$ cat config.mk
export PLATFORM = sky130hd
export DESIGN_NAME = mac_output_drain_flat
export DESIGN_NICKNAME = d
export VERILOG_FILES = /design/src/rtl/mac_drain_pkg.sv /design/src/rtl/mac_output_drain_if.sv /design/src/rtl/output_saturator.sv /design/src/rtl/mac_output_drain.sv /design/src/flat_wrapper.sv
export SDC_FILE = /design/constraint.sdc
export NUM_CORES = 1
export LEC_CHECK = 0
export BUFFER_PORTS_ARGS = -buffer_cell sky130_fd_sc_hd__buf_2
export CAP_MARGIN = 20
export CORE_ASPECT_RATIO = 0.7
export CORE_UTILIZATION = 53
export CTS_CLUSTER_SIZE = 40
export DETAILED_ROUTE_END_ITERATION = 6
export PLACE_DENSITY = 0.83
export SLEW_MARGIN = 20
export SYNTH_ARGS = -nofsm -noshare
export SYNTH_HDL_FRONTEND = slang
export SYNTH_SLANG_ARGS = --single-unit
$ cat constraint.sdc
create_clock -name clk -period 2.6 [get_ports clk]
set_input_delay 0.13 -clock clk [delete_from_list [all_inputs] [get_ports clk]]
set_output_delay 0.13 -clock clk [all_outputs]
set_load 0.005 [all_outputs]
$ cat src/rtl/mac_drain_pkg.sv
// Shared types and helpers for the MAC output drain.
package mac_drain_pkg;

  typedef enum logic [0:0] {
    IDLE  = 1'b0,
    DRAIN = 1'b1
  } drain_state_e;

  // Bits needed to index one entry of a snapshot.
  function automatic int unsigned index_width(input int unsigned num_macs);
    return $clog2(num_macs);
  endfunction

endpackage

$ cat src/rtl/mac_output_drain_if.sv
// Valid/ready result stream from the drain to the host side.
interface mac_output_drain_if #(
  parameter int unsigned OUTPUT_WIDTH = 16,
  parameter int unsigned INDEX_WIDTH  = 2
);
  logic                    out_valid;
  logic                    out_ready;
  logic [OUTPUT_WIDTH-1:0] out_data;
  logic [INDEX_WIDTH-1:0]  out_index;
  logic                    out_last;
  logic                    out_saturated;

  modport master (
    output out_valid, out_data, out_index, out_last, out_saturated,
    input  out_ready
  );

  modport slave (
    input  out_valid, out_data, out_index, out_last, out_saturated,
    output out_ready
  );
endinterface

$ cat src/rtl/output_saturator.sv
// Arithmetic right shift followed by signed saturation to OUT_WIDTH.
module output_saturator #(
  parameter int unsigned IN_WIDTH  = 32,
  parameter int unsigned OUT_WIDTH = 16,
  parameter int unsigned SCALE     = 0
) (
  input  logic signed [IN_WIDTH-1:0]  value_in,
  output logic signed [OUT_WIDTH-1:0] value_out,
  output logic                        clipped
);
  logic signed [IN_WIDTH-1:0]     shifted;
  logic [IN_WIDTH-OUT_WIDTH:0]    upper;

  assign shifted = value_in >>> SCALE;
  // The value fits iff every bit above the output sign bit copies it.
  assign upper   = shifted[IN_WIDTH-1:OUT_WIDTH-1];

  // Pass through in range, otherwise clamp to the nearest representable extreme.
  always_comb begin
    clipped   = !((upper == '0) || (&upper));
    value_out = shifted[OUT_WIDTH-1:0];
    if (clipped) begin
      value_out = shifted[IN_WIDTH-1] ? {1'b1, {(OUT_WIDTH-1){1'b0}}}
                                      : {1'b0, {(OUT_WIDTH-1){1'b1}}};
    end
  end
endmodule

$ cat src/rtl/mac_output_drain.sv
// Snapshots a row of MAC accumulators and streams them out scaled and saturated.
module mac_output_drain
  import mac_drain_pkg::*;
#(
  parameter int unsigned NUM_MACS          = 4,
  parameter int unsigned ACCUMULATOR_WIDTH = 32,
  parameter int unsigned OUTPUT_WIDTH      = 16,
  parameter int unsigned OUTPUT_SCALE      = 0
) (
  input  logic                                  clk,
  input  logic                                  arst_n_in,
  input  logic                                  capture,
  input  logic [NUM_MACS*ACCUMULATOR_WIDTH-1:0] mac_acc,
  output logic                                  capture_ready,
  mac_output_drain_if.master                    out_if
);
  localparam int unsigned INDEX_WIDTH = index_width(NUM_MACS);
  localparam logic [INDEX_WIDTH-1:0] LAST_IDX = INDEX_WIDTH'(NUM_MACS - 1);

  drain_state_e                   state_q, state_d;
  logic [INDEX_WIDTH-1:0]         idx_q, idx_d;
  logic                           idx_en;
  logic                           buf_en;
  logic signed [ACCUMULATOR_WIDTH-1:0] buf_q [NUM_MACS];
  logic signed [ACCUMULATOR_WIDTH-1:0] sel_entry;
  logic signed [OUTPUT_WIDTH-1:0] sat_data;
  logic                           sat_clipped;

  // Next-state, index update and handshake flags.
  always_comb begin
    state_d             = state_q;
    idx_d               = idx_q;
    idx_en              = 1'b0;
    buf_en              = 1'b0;
    capture_ready       = 1'b0;
    out_if.out_valid    = 1'b0;
    unique case (state_q)
      IDLE: begin
        capture_ready = 1'b1;
        if (capture) begin
          buf_en  = 1'b1;
          idx_en  = 1'b1;
          idx_d   = '0;
          state_d = DRAIN;
        end
      end
      DRAIN: begin
        out_if.out_valid = 1'b1;
        if (out_if.out_ready) begin
          idx_en = 1'b1;
          if (idx_q == LAST_IDX) begin
            idx_d   = '0;
            state_d = IDLE;
          end else begin
            idx_d = idx_q + INDEX_WIDTH'(1);
          end
        end
      end
      default: state_d = IDLE;
    endcase
  end

  // State register.
  always_ff @(posedge clk or negedge arst_n_in) begin
    if (!arst_n_in) state_q <= IDLE;
    else            state_q <= state_d;
  end

  // Beat index register.
  always_ff @(posedge clk or negedge arst_n_in) begin
    if (!arst_n_in)  idx_q <= '0;
    else if (idx_en) idx_q <= idx_d;
  end

  // Snapshot buffer; loaded only in the capture cycle.
  always_ff @(posedge clk or negedge arst_n_in) begin
    if (!arst_n_in) begin
      for (int i = 0; i < int'(NUM_MACS); i++) buf_q[i] <= '0;
    end else if (buf_en) begin
      for (int i = 0; i < int'(NUM_MACS); i++)
        buf_q[i] <= mac_acc[i*ACCUMULATOR_WIDTH +: ACCUMULATOR_WIDTH];
    end
  end

  assign sel_entry = buf_q[idx_q];

  output_saturator #(
    .IN_WIDTH  (ACCUMULATOR_WIDTH),
    .OUT_WIDTH (OUTPUT_WIDTH),
    .SCALE     (OUTPUT_SCALE)
  ) u_sat (
    .value_in  (sel_entry),
    .value_out (sat_data),
    .clipped   (sat_clipped)
  );

  assign out_if.out_data      = sat_data;
  assign out_if.out_saturated = sat_clipped;
  assign out_if.out_index     = idx_q;
  assign out_if.out_last      = (state_q == DRAIN) && (idx_q == LAST_IDX);
endmodule

$ cat src/flat_wrapper.sv
// flat-port wrapper written by rule: the top's interface ports become plain ports
module mac_output_drain_flat import mac_drain_pkg::*;
#(
  parameter int unsigned NUM_MACS          = 4,
  parameter int unsigned ACCUMULATOR_WIDTH = 32,
  parameter int unsigned OUTPUT_WIDTH      = 16,
  parameter int unsigned OUTPUT_SCALE      = 0
)
  (clk, arst_n_in, capture, mac_acc, capture_ready, out_if_out_valid, out_if_out_data, out_if_out_index, out_if_out_last, out_if_out_saturated, out_if_out_ready);
  mac_output_drain_if #(.OUTPUT_WIDTH(OUTPUT_WIDTH), .INDEX_WIDTH((2))) out_if_i ();
  input  logic clk;
  input  logic arst_n_in;
  input  logic capture;
  input  logic [NUM_MACS*ACCUMULATOR_WIDTH-1:0] mac_acc;
  output logic capture_ready;
  output wire logic [$bits(out_if_i.out_valid)-1:0] out_if_out_valid;
  output wire logic [$bits(out_if_i.out_data)-1:0] out_if_out_data;
  output wire logic [$bits(out_if_i.out_index)-1:0] out_if_out_index;
  output wire logic [$bits(out_if_i.out_last)-1:0] out_if_out_last;
  output wire logic [$bits(out_if_i.out_saturated)-1:0] out_if_out_saturated;
  input wire logic [$bits(out_if_i.out_ready)-1:0] out_if_out_ready;
  assign out_if_out_valid = out_if_i.out_valid;
  assign out_if_out_data = out_if_i.out_data;
  assign out_if_out_index = out_if_i.out_index;
  assign out_if_out_last = out_if_i.out_last;
  assign out_if_out_saturated = out_if_i.out_saturated;
  assign out_if_i.out_ready = out_if_out_ready;
  mac_output_drain #(.NUM_MACS(NUM_MACS), .ACCUMULATOR_WIDTH(ACCUMULATOR_WIDTH), .OUTPUT_WIDTH(OUTPUT_WIDTH), .OUTPUT_SCALE(OUTPUT_SCALE)) u_core (.clk(clk), .arst_n_in(arst_n_in), .capture(capture), .mac_acc(mac_acc), .capture_ready(capture_ready), .out_if(out_if_i));
endmodule
==> results of run 1 <==
## through the flow
step / utilization, % / cell area (um^2)
2_1_floorplan: - / 5970
3_3_place_gp: 63.8 / 7000
3_5_place_dp: 63.8 / 7000
4_1_cts: 81.3 / 8920
5_1_grt: 81.5 / 8950
6_report: 81.5 / 8950
## cells in the mapped netlist (all sizes together)
master,n
a21oi,6
a31oi,1
a32o,2
a41o,1
and2,1
buf,11
clkbuf,13
dfrtp,131
ha,1
inv,16
mux2,128
mux4,32
nand2,1
nand2b,1
nand4,4
nor2,2
nor2b,2
nor4,5
o21ai,9
o21bai,1
## cell families (layout without fill, tap and decap cells)
family,after synthesis,count (layout),synth area share [%]
compound gates,20,20,2.58
fa+ha+maj,1,1,0.210
buf+inv,40,347,3.44
flops,131,131,54.9
mux,160,160,37.1
other cells,0,1,0
simple gates,16,16,1.74
## how the worst max path moves through the flow
stage | startpoint | endpoint | slack, ns | cells after the start
6_report | u_core.out_if.out_index[0] | out_if_out_data[4] | -0.10 | 7
5_1_grt | u_core.out_if.out_index[0] | out_if_out_data[4] | -0.18 | 7
4_1_cts | u_core.out_if.out_index[0] | out_if_out_data[4] | -0.09 | 7
3_5_place_dp | u_core.out_if.out_index[0] | out_if_out_data[6] | -0.04 | 7
3_3_place_gp | u_core.out_if.out_index[0] | out_if_out_data[12] | 0.03 | 7
2_1_floorplan | u_core.out_if.out_index[0] | out_if_out_data[10] | 0.46 | 7
## power by group through the flow
stage / clock, mW / sequential [mW] / combinational [mW]
after floorplan: 0 / 3.41 / 2.92
after global placement: 0 / 3.66 / 3.69
after detailed placement: 0 / 3.72 / 3.85
after CTS: 2.32 / 3.71 / 4.25
after global routing: 2.43 / 3.86 / 4.67
final: 2.31 / 3.77 / 4.35
## layer usage
layer  vias to the layer above  track usage [%]  part of all wire, %  wire length [um]
met1                      2242             37.7                   41              6720
met2                       175             51.3                   51              8460
met5                         -                0                    0                 0
met4                         0             12.4                  2.0               324
met3                        33             8.18                  6.4              1070
li1                       1972                -                    -                 -
## state kept, by name, summed over array words and instances, names as in the netlist
| name | count |
|---|---|
| u_core.buf_q | 128 |
| u_core.state_q | 1 |
| u_core.out_if.out_index | 2 |
## area by class of cell
type | instances | area, um^2 | area share (%)
flip-flops and latches | 131 | 3280 | 36.7
multi-input cells | 197 | 2510 | 28.0
repair buffers | 299 | 2340 | 26.1
clock buffers | 18 | 429 | 4.80
well taps | 153 | 191 | 2.14
clock inverters | 14 | 140 | 1.57
inverters | 16 | 60.1 | 0.671
diodes | 1 | 2.50 | 0.0280
## repair_timing
action | in CTS | in global routing
setup buffers | 1 | 1
endpoints found under the hold margin | 191 | 0
setup endpoints to repair | 16 | 16
cloned | 0 | 1
pin swaps | 4 | 3
hold buffers | 130 | 0
resized for setup | 14 | 3
## worst reg2reg max path: stages (launching register included)
cell and delay [ns]:
sky130_fd_sc_hd__dfrtp_1 0.47, sky130_fd_sc_hd__nor2b_4 0.55, sky130_fd_sc_hd__buf_12 0.31, sky130_fd_sc_hd__mux2_2 0.40
==> run_results.csv, run 1 <==
group,metric,value,unit
status,outcome,"complete, but fails checks",
status,violations,"negative setup slack",
critical_path,worst-r2r-setup-slack,0.74,ns
global_routing,grt_max_degree,65,
logic_synthesis,synth.top_cells.by_area,"sky130_fd_sc_hd__dfrtp_1, sky130_fd_sc_hd__mux2_2, sky130_fd_sc_hd__mux4_2",
timing,period_minus_slack,2.70,ns
drt,routed_wirelength,16600,um
hold_path,timing.hold.worst.class,"in -> reg",
clock_network,clk_root_buffer_cell,"sky130_fd_sc_hd__clkbuf_16",
timing,post-route-worst-setup-slack,-0.104,ns
placed_design,gp_routability_congestion,0.829,
logic_synthesis,netlist.top_cell.by_area,"sky130_fd_sc_hd__dfrtp_1",
global_routing,antenna_found_initial,1,
critical_path,crit_family,"multiplexers",
clock_network,clkTransAtPathRegs,0.05,ns
logic_synthesis,synth_seq_cells,131,
logic_synthesis,netlist_instances,368,
critical_path,worst_setup_path_end_kind,"output port",
clock_network,clkLatencyLatePin,0.41,ns
die,initial_utilization,54.4,%
power_and_ir_drop,seqPwrFrac,36.1,%
power_and_ir_drop,power.total,10.4,mW
drt,wl_per_cell,20.0,um
global_routing,grt.overflow.total,0,
placed_design,post-place-ws,-0.0394,ns
timing,clock-skew-final,0.00666,ns
timing,hold_slack,0.0261,ns
timing,max_freq,370,MHz
hold_path,hold_depth,3,
logic_synthesis,synth.net_count,501,
logic_synthesis,synth_seq_area_share,54.9,%
critical_path,worstPathBufferInverterCount,3,
timing,setup-violations-final,16,
placed_design,dpl.hpwl,9450,um
clock_network,cts_num_sinks,131,
cells_and_area,fillerInstances,610,
timing,finalMaxSlewViolations,0,
clock_network,numCtsBuffers,17,
global_routing,wire_length_of_the_first_global_routing_pass,26000,um
die,core_area,11000,um^2
power_and_ir_drop,combinationalPowerShare,41.7,%
global_routing,grt_use_total,30.6,%
clock_network,htree_levels,4,
power_and_ir_drop,power-per-cell-area,1170,nW/um^2
critical_path,path_cells,"buf_12 -> mux4_2 -> nor4_4 -> a41o_2 -> buf_12 -> a21oi_1 -> buf_2",
die,full_die_area,11700,um^2
critical_path,critical-path-top-cell-by-count,"sky130_fd_sc_hd__buf_12",
drt,detailedRoute.firstPassIterationCount,6,
drt,ant_nets,0,
timing,hold_viol_final,0,
critical_path,worstReg2RegEnd,"u_core.buf_q[60]",
placed_design,numPortBuffers,153,
cells_and_area,flow.area_growth_from_synthesis,49.9,%
power_and_ir_drop,internal_power_of_the_cells,7.05,mW
critical_path,setup.worst_path.class,"reg -> out",
die,die_width,129,um
critical_path,critical_path_maximum_fanout,16,
drt,dr.first_iter.drc_count,268,
placed_design,place.detailed.instances,663,
drt,detailroute.via_count,4422,
global_routing,first_global_vias,4939,
critical_path,setup.worst_path.start_class,"flip-flop",
power_and_ir_drop,p_switching,3.37,mW
critical_path,critical_path_arrival,2.57,ns
power_and_ir_drop,switching_share_of_total_power,32.4,%
critical_path,cp_slowest_cell,"sky130_fd_sc_hd__mux4_2",
timing,rsz0062_at_grt,"yes",
hold_path,min-delay-start,"capture",
logic_synthesis,synth.avg_cell_area,16.2,um^2
drt,via_per_inst,5.33,
critical_path,rr_startpoint,"u_core.state_q",
timing,setup_tns,-1.21,ns
hold_path,min_delay_worst_endpoint,"u_core.state_q",
clock_network,max_buffers_root_to_sink,2,
timing,tightestPinTransition,0.871,ns
logic_synthesis,synthDistinctLibCells,27,
die,dieHeight,90.8,um
cells_and_area,final_common_cell,"sky130_fd_sc_hd__buf_2",
critical_path,worst_ep_required_time,2.47,ns
die,core.rowCount,32,
timing,post-route-period-util,104,%
run,maxCapViolations,0,
logic_synthesis,mappedNetlistArea,5970,um^2
logic_synthesis,ys_warn_count,0,
cells_and_area,layout_cell_share_with_drive_strength_beyond_1,55.6,%
power_and_ir_drop,maximum_vdd_drop,0.680,mV
cells_and_area,layout.cells.most_common_list,"sky130_fd_sc_hd__buf_2, sky130_fd_sc_hd__dlygate4sd3_1, sky130_fd_sc_hd__dfrtp_1",
power_and_ir_drop,power.leakage,4.01,nW
logic_synthesis,yosys.area.top_type_share,54.9,%
cells_and_area,final_cell_count_no_fill,829,
critical_path,worst_r2r_path_depth,3,
critical_path,cp_slowest_stage_delay,0.55,ns
timing,relSlewSlack,41.9,%
die,design.portCount,154,
cells_and_area,final_nets,795,
clock_network,cts_tree,"yes",
drt,drcViolationCount,0,
power_and_ir_drop,clock_power_share,22.2,%
Note: power is estimated with default switching activity, not from simulation.
==> run 2, diff against run 1 <==
CELL_PAD_IN_SITES_DETAIL_PLACEMENT = 0   (was unset)
CELL_PAD_IN_SITES_GLOBAL_PLACEMENT = 2   (was unset)
CORE_UTILIZATION = 40   (was 53)
PLACE_DENSITY = 0.89   (was 0.83)
clock period = 3.5 ns   (was 2.6 ns; I/O delays follow)
==> run 2 against run 1 <==
The flow now finishes without violations. Non-clock buffer count fell by 52. First-iteration DRC count fell by 40%. Cell count fell by 1.9%. Clock skew fell by 0.0011 ns. Wire length fell by 17%. Die area rose by 32%. Highest routed layer unchanged.
==> run_results.csv, run 2 (synthesis results as in run 1) <==
group,metric,value,unit
placed_design,gp_routability_congestion,0.741,
clock_network,numCtsBuffers,17,
cells_and_area,insertedDiodeCount,0,
power_and_ir_drop,power-per-cell-area,861,nW/um^2
power_and_ir_drop,power.total,7.19,mW
cells_and_area,layout_cell_share_with_drive_strength_beyond_1,56.7,%
drt,via_per_inst,4.96,
run,maxCapViolations,0,
timing,post-route-worst-setup-slack,0.211,ns
placed_design,post-place-ws,0.628,ns
timing,tightestPinTransition,0.876,ns
timing,hold_viol_final,0,
cells_and_area,largest_reg_flops,128,
drt,ant_nets,0,
critical_path,critical_path_maximum_fanout,19,
drt,detailroute.via_count,4032,
drt,wl_per_cell,16.9,um
timing,period_minus_slack,3.29,ns
global_routing,grt.overflow.total,0,
timing,clock-skew-final,0.00559,ns
clock_network,cts_hold_repair.buffers,79,
placed_design,dpl.hpwl,9360,um
timing,setup_tns,0,ns
timing,post-route-period-util,94.0,%
clock_network,cts_tree,"yes",
die,design.portCount,154,
global_routing,first_global_vias,4295,
drt,detailedRoute.firstPassIterationCount,5,
timing,hold_slack,0.0107,ns
die,die_width,148,um
cells_and_area,largest_register,"u_core.buf_q",
timing,finalMaxSlewViolations,0,
clock_network,clkLatencyLatePin,0.41,ns
critical_path,worst-r2r-setup-slack,1.56,ns
timing,setup-violations-final,0,
clock_network,clkTransAtPathRegs,0.06,ns
timing,max_freq,304,MHz
clock_network,htree_levels,4,
clock_network,cts_num_sinks,131,
clock_network,cts_post_setup_buffers_inserted,0,
placed_design,numPortBuffers,153,
critical_path,setup.worst_path.start_class,"flip-flop",
drt,dr.first_iter.drc_count,161,
cells_and_area,final_common_cell,"sky130_fd_sc_hd__buf_2",
cells_and_area,layout.cells.most_common_list,"sky130_fd_sc_hd__buf_2, sky130_fd_sc_hd__dfrtp_1, sky130_fd_sc_hd__mux2_2",
timing,rsz0062_at_grt,"no",
die,core.rowCount,36,
timing,relSlewSlack,41.6,%
cells_and_area,flow.area_growth_from_synthesis,39.9,%
critical_path,worst_ep_required_time,3.32,ns
clock_network,clk_root_buffer_cell,"sky130_fd_sc_hd__clkbuf_16",
global_routing,antenna_found_initial,0,
die,full_die_area,15400,um^2
die,core_area,14200,um^2
clock_network,max_buffers_root_to_sink,2,
status,outcome,"finished clean",
power_and_ir_drop,power.leakage,3.75,nW
drt,drcViolationCount,0,
die,dieHeight,104,um
cells_and_area,final_nets,743,
hold_path,timing.hold.worst.class,"in -> reg",
clock_network,cts_repair_resize_count,0,
critical_path,setup.worst_path.class,"reg -> out",
critical_path,worst_setup_path_end_kind,"output port",
power_and_ir_drop,maximum_vdd_drop,0.373,mV
global_routing,grt_max_degree,113,
drt,routed_wirelength,13700,um
critical_path,critical_path_arrival,3.11,ns
global_routing,wire_length_of_the_first_global_routing_pass,21900,um
die,initial_utilization,41.9,%
global_routing,grt_use_total,18.6,%
[run 2: changes by cell type in the layout (fill, tap and decap cells not counted), moves of 2 or more]
cell	previous run	this run
sky130_fd_sc_hd__dlygate4sd3_1	130	87
sky130_fd_sc_hd__buf_12	10	1
sky130_fd_sc_hd__mux4_1	5	14
sky130_fd_sc_hd__mux4_2	27	18
sky130_fd_sc_hd__clkinv_2	6	2
sky130_fd_sc_hd__nor4_1	0	4
sky130_fd_sc_hd__inv_6	0	3
sky130_fd_sc_hd__clkbuf_8	0	2
sky130_fd_sc_hd__nor4_2	3	1
sky130_fd_sc_hd__nor4_4	2	0
[run 2: power breakdown]
group | switching, mW | total (mW) | internal (mW)
Clock | 0.684 | 1.69 | 1.01
Combinational | 1.10 | 2.75 | 1.66
Sequential | 0.467 | 2.75 | 2.28
[run 2: per-layer routing]
metal	wire, um	track usage, %	share of wire [%]	vias to the layer above
li1	-	-	-	1867
met5	0	0	0	-
met1	6580	25.6	48	2045
met3	709	4.74	5.2	7
met4	74	4.86	0.54	0
met2	6380	29.2	46	113
[run 2: worst max-delay path, cell delays in order (launching register included)]
cell and delay, ns:
sky130_fd_sc_hd__dfrtp_2 0.67, sky130_fd_sc_hd__mux4_1 0.65, sky130_fd_sc_hd__nor4_1 0.44, sky130_fd_sc_hd__a41o_2 0.62
sky130_fd_sc_hd__a21oi_1 0.15, sky130_fd_sc_hd__buf_2 0.16
[run 2: area by class of cell]
class | count | area, um^2
fill | 1155 | 5880
sequential | 131 | 3280
multi-input combinational | 197 | 2490
timing repair buffer | 247 | 1710
clock buffer | 19 | 443
tap | 190 | 238
clock inverter | 13 | 128
inverter | 16 | 60.1
[run 2: path summary, 6_finish.rpt]
| path | from | to | cells after the start |
|---|---|---|---|
| hold / removal | mac_acc[4] | u_core.buf_q[100] | 2 |
| hold reg to reg | u_core.buf_q[81] | u_core.buf_q[81] | 1 |
| setup / recovery | u_core.out_if.out_index[0] | out_if_out_data[0] | 5 |
| min in group asynchronous | arst_n_in | u_core.buf_q[97] | 2 |
| setup reg to reg | u_core.state_q | u_core.buf_q[66] | 3 |
| max in group asynchronous | arst_n_in | u_core.buf_q[80] | 3 |
[run 2: per-stage QoR]
step,util [%],cell area [um^2],instances
final,58.7,8350,813
after global routing,58.7,8350,813
after CTS,58.1,8270,805
after detailed placement,48.5,6910,694
after global placement,48.5,6910,694
after floorplan,-,5970,368
==> run 3, diff against run 2 <==
REMOVE_ABC_BUFFERS = 1   (was unset)
==> run 3 against run 2 <==
Via count fell by 1.2%. Power fell by 2.3%. Register-to-register slack better by 0.08 ns. First-iteration DRC count grew 12%. Clock power is 7% lower. Critical endpoint unchanged. Fmax is 0.26% lower.
==> run_results.csv, run 3 (synthesis results as in run 1) <==
group,metric,value,unit
clock_network,cts_num_sinks,131,
die,dieHeight,104,um
cells_and_area,flow.area_growth_from_synthesis,35.1,%
clock_network,clk_root_buffer_cell,"sky130_fd_sc_hd__clkbuf_16",
critical_path,critical_path_arrival,3.12,ns
clock_network,clkLatencyLatePin,0.40,ns
timing,hold_viol_final,0,
critical_path,path_cells,"mux4_1 -> nor4_1 -> a41o_2 -> a21oi_1 -> buf_2",
clock_network,max_buffers_root_to_sink,2,
critical_path,worst_setup_path_end_kind,"output port",
global_routing,gr_peak_layer,"met1",
global_routing,wire_length_of_the_first_global_routing_pass,22000,um
cells_and_area,final_cell_count_no_fill,788,
timing,clock-skew-final,0.00469,ns
placed_design,numPortBuffers,153,
drt,ant_nets,0,
power_and_ir_drop,power.leakage,3.63,nW
placed_design,gp_routability_congestion,0.770,
global_routing,grt_use_met1,28.6,%
power_and_ir_drop,power-per-cell-area,872,nW/um^2
global_routing,grt_max_degree,78,
die,initial_utilization,41.9,%
timing,rsz0062_at_grt,"no",
die,full_die_area,15400,um^2
global_routing,first_global_vias,4166,
cells_and_area,layout_cell_share_with_drive_strength_beyond_1,58.5,%
critical_path,crit_family,"flip-flops",
drt,dr.first_iter.drc_count,180,
critical_path,cp_slowest_stage_delay,0.75,ns
critical_path,setup.worst_path.start_class,"flip-flop",
global_routing,grt_use_total,18.9,%
timing,setup-violations-final,0,
cells_and_area,fillerInstances,1170,
timing,post-route-period-util,94.2,%
global_routing,antenna_found_initial,0,
critical_path,rr_startpoint,"u_core.out_if.out_index[0]",
timing,period_minus_slack,3.30,ns
die,core.rowCount,36,
critical_path,worstReg2RegEnd,"u_core.out_if.out_index[0]",
placed_design,post-place-ws,0.534,ns
critical_path,worst-r2r-setup-slack,1.64,ns
timing,setup_tns,0,ns
cells_and_area,final_common_cell,"sky130_fd_sc_hd__buf_2",
critical_path,worst_ep_required_time,3.32,ns
cells_and_area,insertedDiodeCount,0,
clock_network,numCtsBuffers,17,
power_and_ir_drop,power.total,7.03,mW
drt,routed_wirelength,13700,um
critical_path,worst_r2r_path_depth,4,
drt,via_per_inst,5.05,
power_and_ir_drop,maximum_vdd_drop,0.347,mV
run,maxCapViolations,0,
placed_design,dpl.hpwl,9380,um
global_routing,grt.overflow.total,0,
critical_path,worstPathBufferInverterCount,1,
timing,tightestPinTransition,0.980,ns
hold_path,timing.hold.worst.class,"in -> reg",
die,core_area,14200,um^2
global_routing,gr-usage-met3,4.74,%
cells_and_area,final_core_util,56.6,%
timing,relSlewSlack,34.6,%
die,die_width,148,um
drt,wl_per_cell,17.4,um
critical_path,critical_path.startpoint,"u_core.out_if.out_index[0]",
drt,detailroute.via_count,3983,
timing,finalMaxSlewViolations,0,
cells_and_area,final_nets,718,
critical_path,cp_slowest_cell,"sky130_fd_sc_hd__dfrtp_2",
cells_and_area,layout.cells.most_common_list,"sky130_fd_sc_hd__buf_2, sky130_fd_sc_hd__dfrtp_1, sky130_fd_sc_hd__mux2_2",
critical_path,crit_path_end,"out_if_out_data[0]",
clock_network,clkTransAtPathRegs,0.06,ns
timing,hold_slack,0.00853,ns
cells_and_area,design_area,8060,um^2
die,design.portCount,154,
placed_design,place.detailed.instances,694,
global_routing,met2_usage,26.8,%
critical_path,setup.worst_path.class,"reg -> out",
drt,drcViolationCount,0,
clock_network,cts_tree,"yes",
critical_path,crit_path_cell_count,5,
timing,post-route-worst-setup-slack,0.203,ns
status,outcome,"finished clean",
timing,max_freq,303,MHz
placed_design,placedInstanceArea,6920,um^2
critical_path,critical_path_maximum_fanout,21,
clock_network,cts_post_setup_buffers_inserted,0,
drt,detailedRoute.firstPassIterationCount,4,
cells_and_area,largest_reg_flops,128,
cells_and_area,largest_register,"u_core.buf_q",
clock_network,htree_levels,4,
## run 3: report_power, final
part           internal, mW  switching (mW)
clock network         0.937           0.633
registers              2.28           0.496
logic                  1.63            1.06
total                  4.85            2.19
## run 3: cell type report
class                      instances  area [um^2]  area share, %
sequential                       131         3280           40.7
multi-input combinational        197         2490           30.9
timing repair buffer             222         1470           18.2
clock buffer                      23          468           5.80
tap                              190          238           2.95
inverter                          16         60.1          0.745
clock inverter                     9         57.6          0.714
## run 3: worst register-to-register path: cells and delay by family, from the launching register on
kind                       cells  cell delay, ns
AOI/OAI and AO/OA              1            0.26
and+or+nand+nor                1            0.06
DFF                            1            0.75
buffers and inverters          1            0.43
adders and majority gates      1            0.25
## run 3: metal layers
| metal | vias to the layer above | wire length (um) |
|---|---|---|
| met3 | 5 | 904 |
| met1 | 2013 | 6740 |
| met4 | 0 | 38 |
| li1 | 1820 | - |
| met5 | - | 0 |
| met2 | 145 | 6000 |
## run 3: how the worst min path moves through the flow
stage | start | to | slack, ns | cells past startpoint
floorplan | arst_n_in | u_core.buf_q[0] | -0.12 | 0
global placement | arst_n_in | u_core.buf_q[102] | 0.38 | 1
detailed placement | arst_n_in | u_core.buf_q[70] | 0.40 | 1
CTS | mac_acc[74] | u_core.buf_q[42] | 0.0003 | 2
global route | mac_acc[64] | u_core.buf_q[32] | 0.0005 | 2
finish | mac_acc[73] | u_core.buf_q[41] | 0.009 | 2
## run 3: repair_timing
item                      CTS  global route
hold endpoints to repair  133             2
hold buffers               60             2
gates resized for setup     0             0
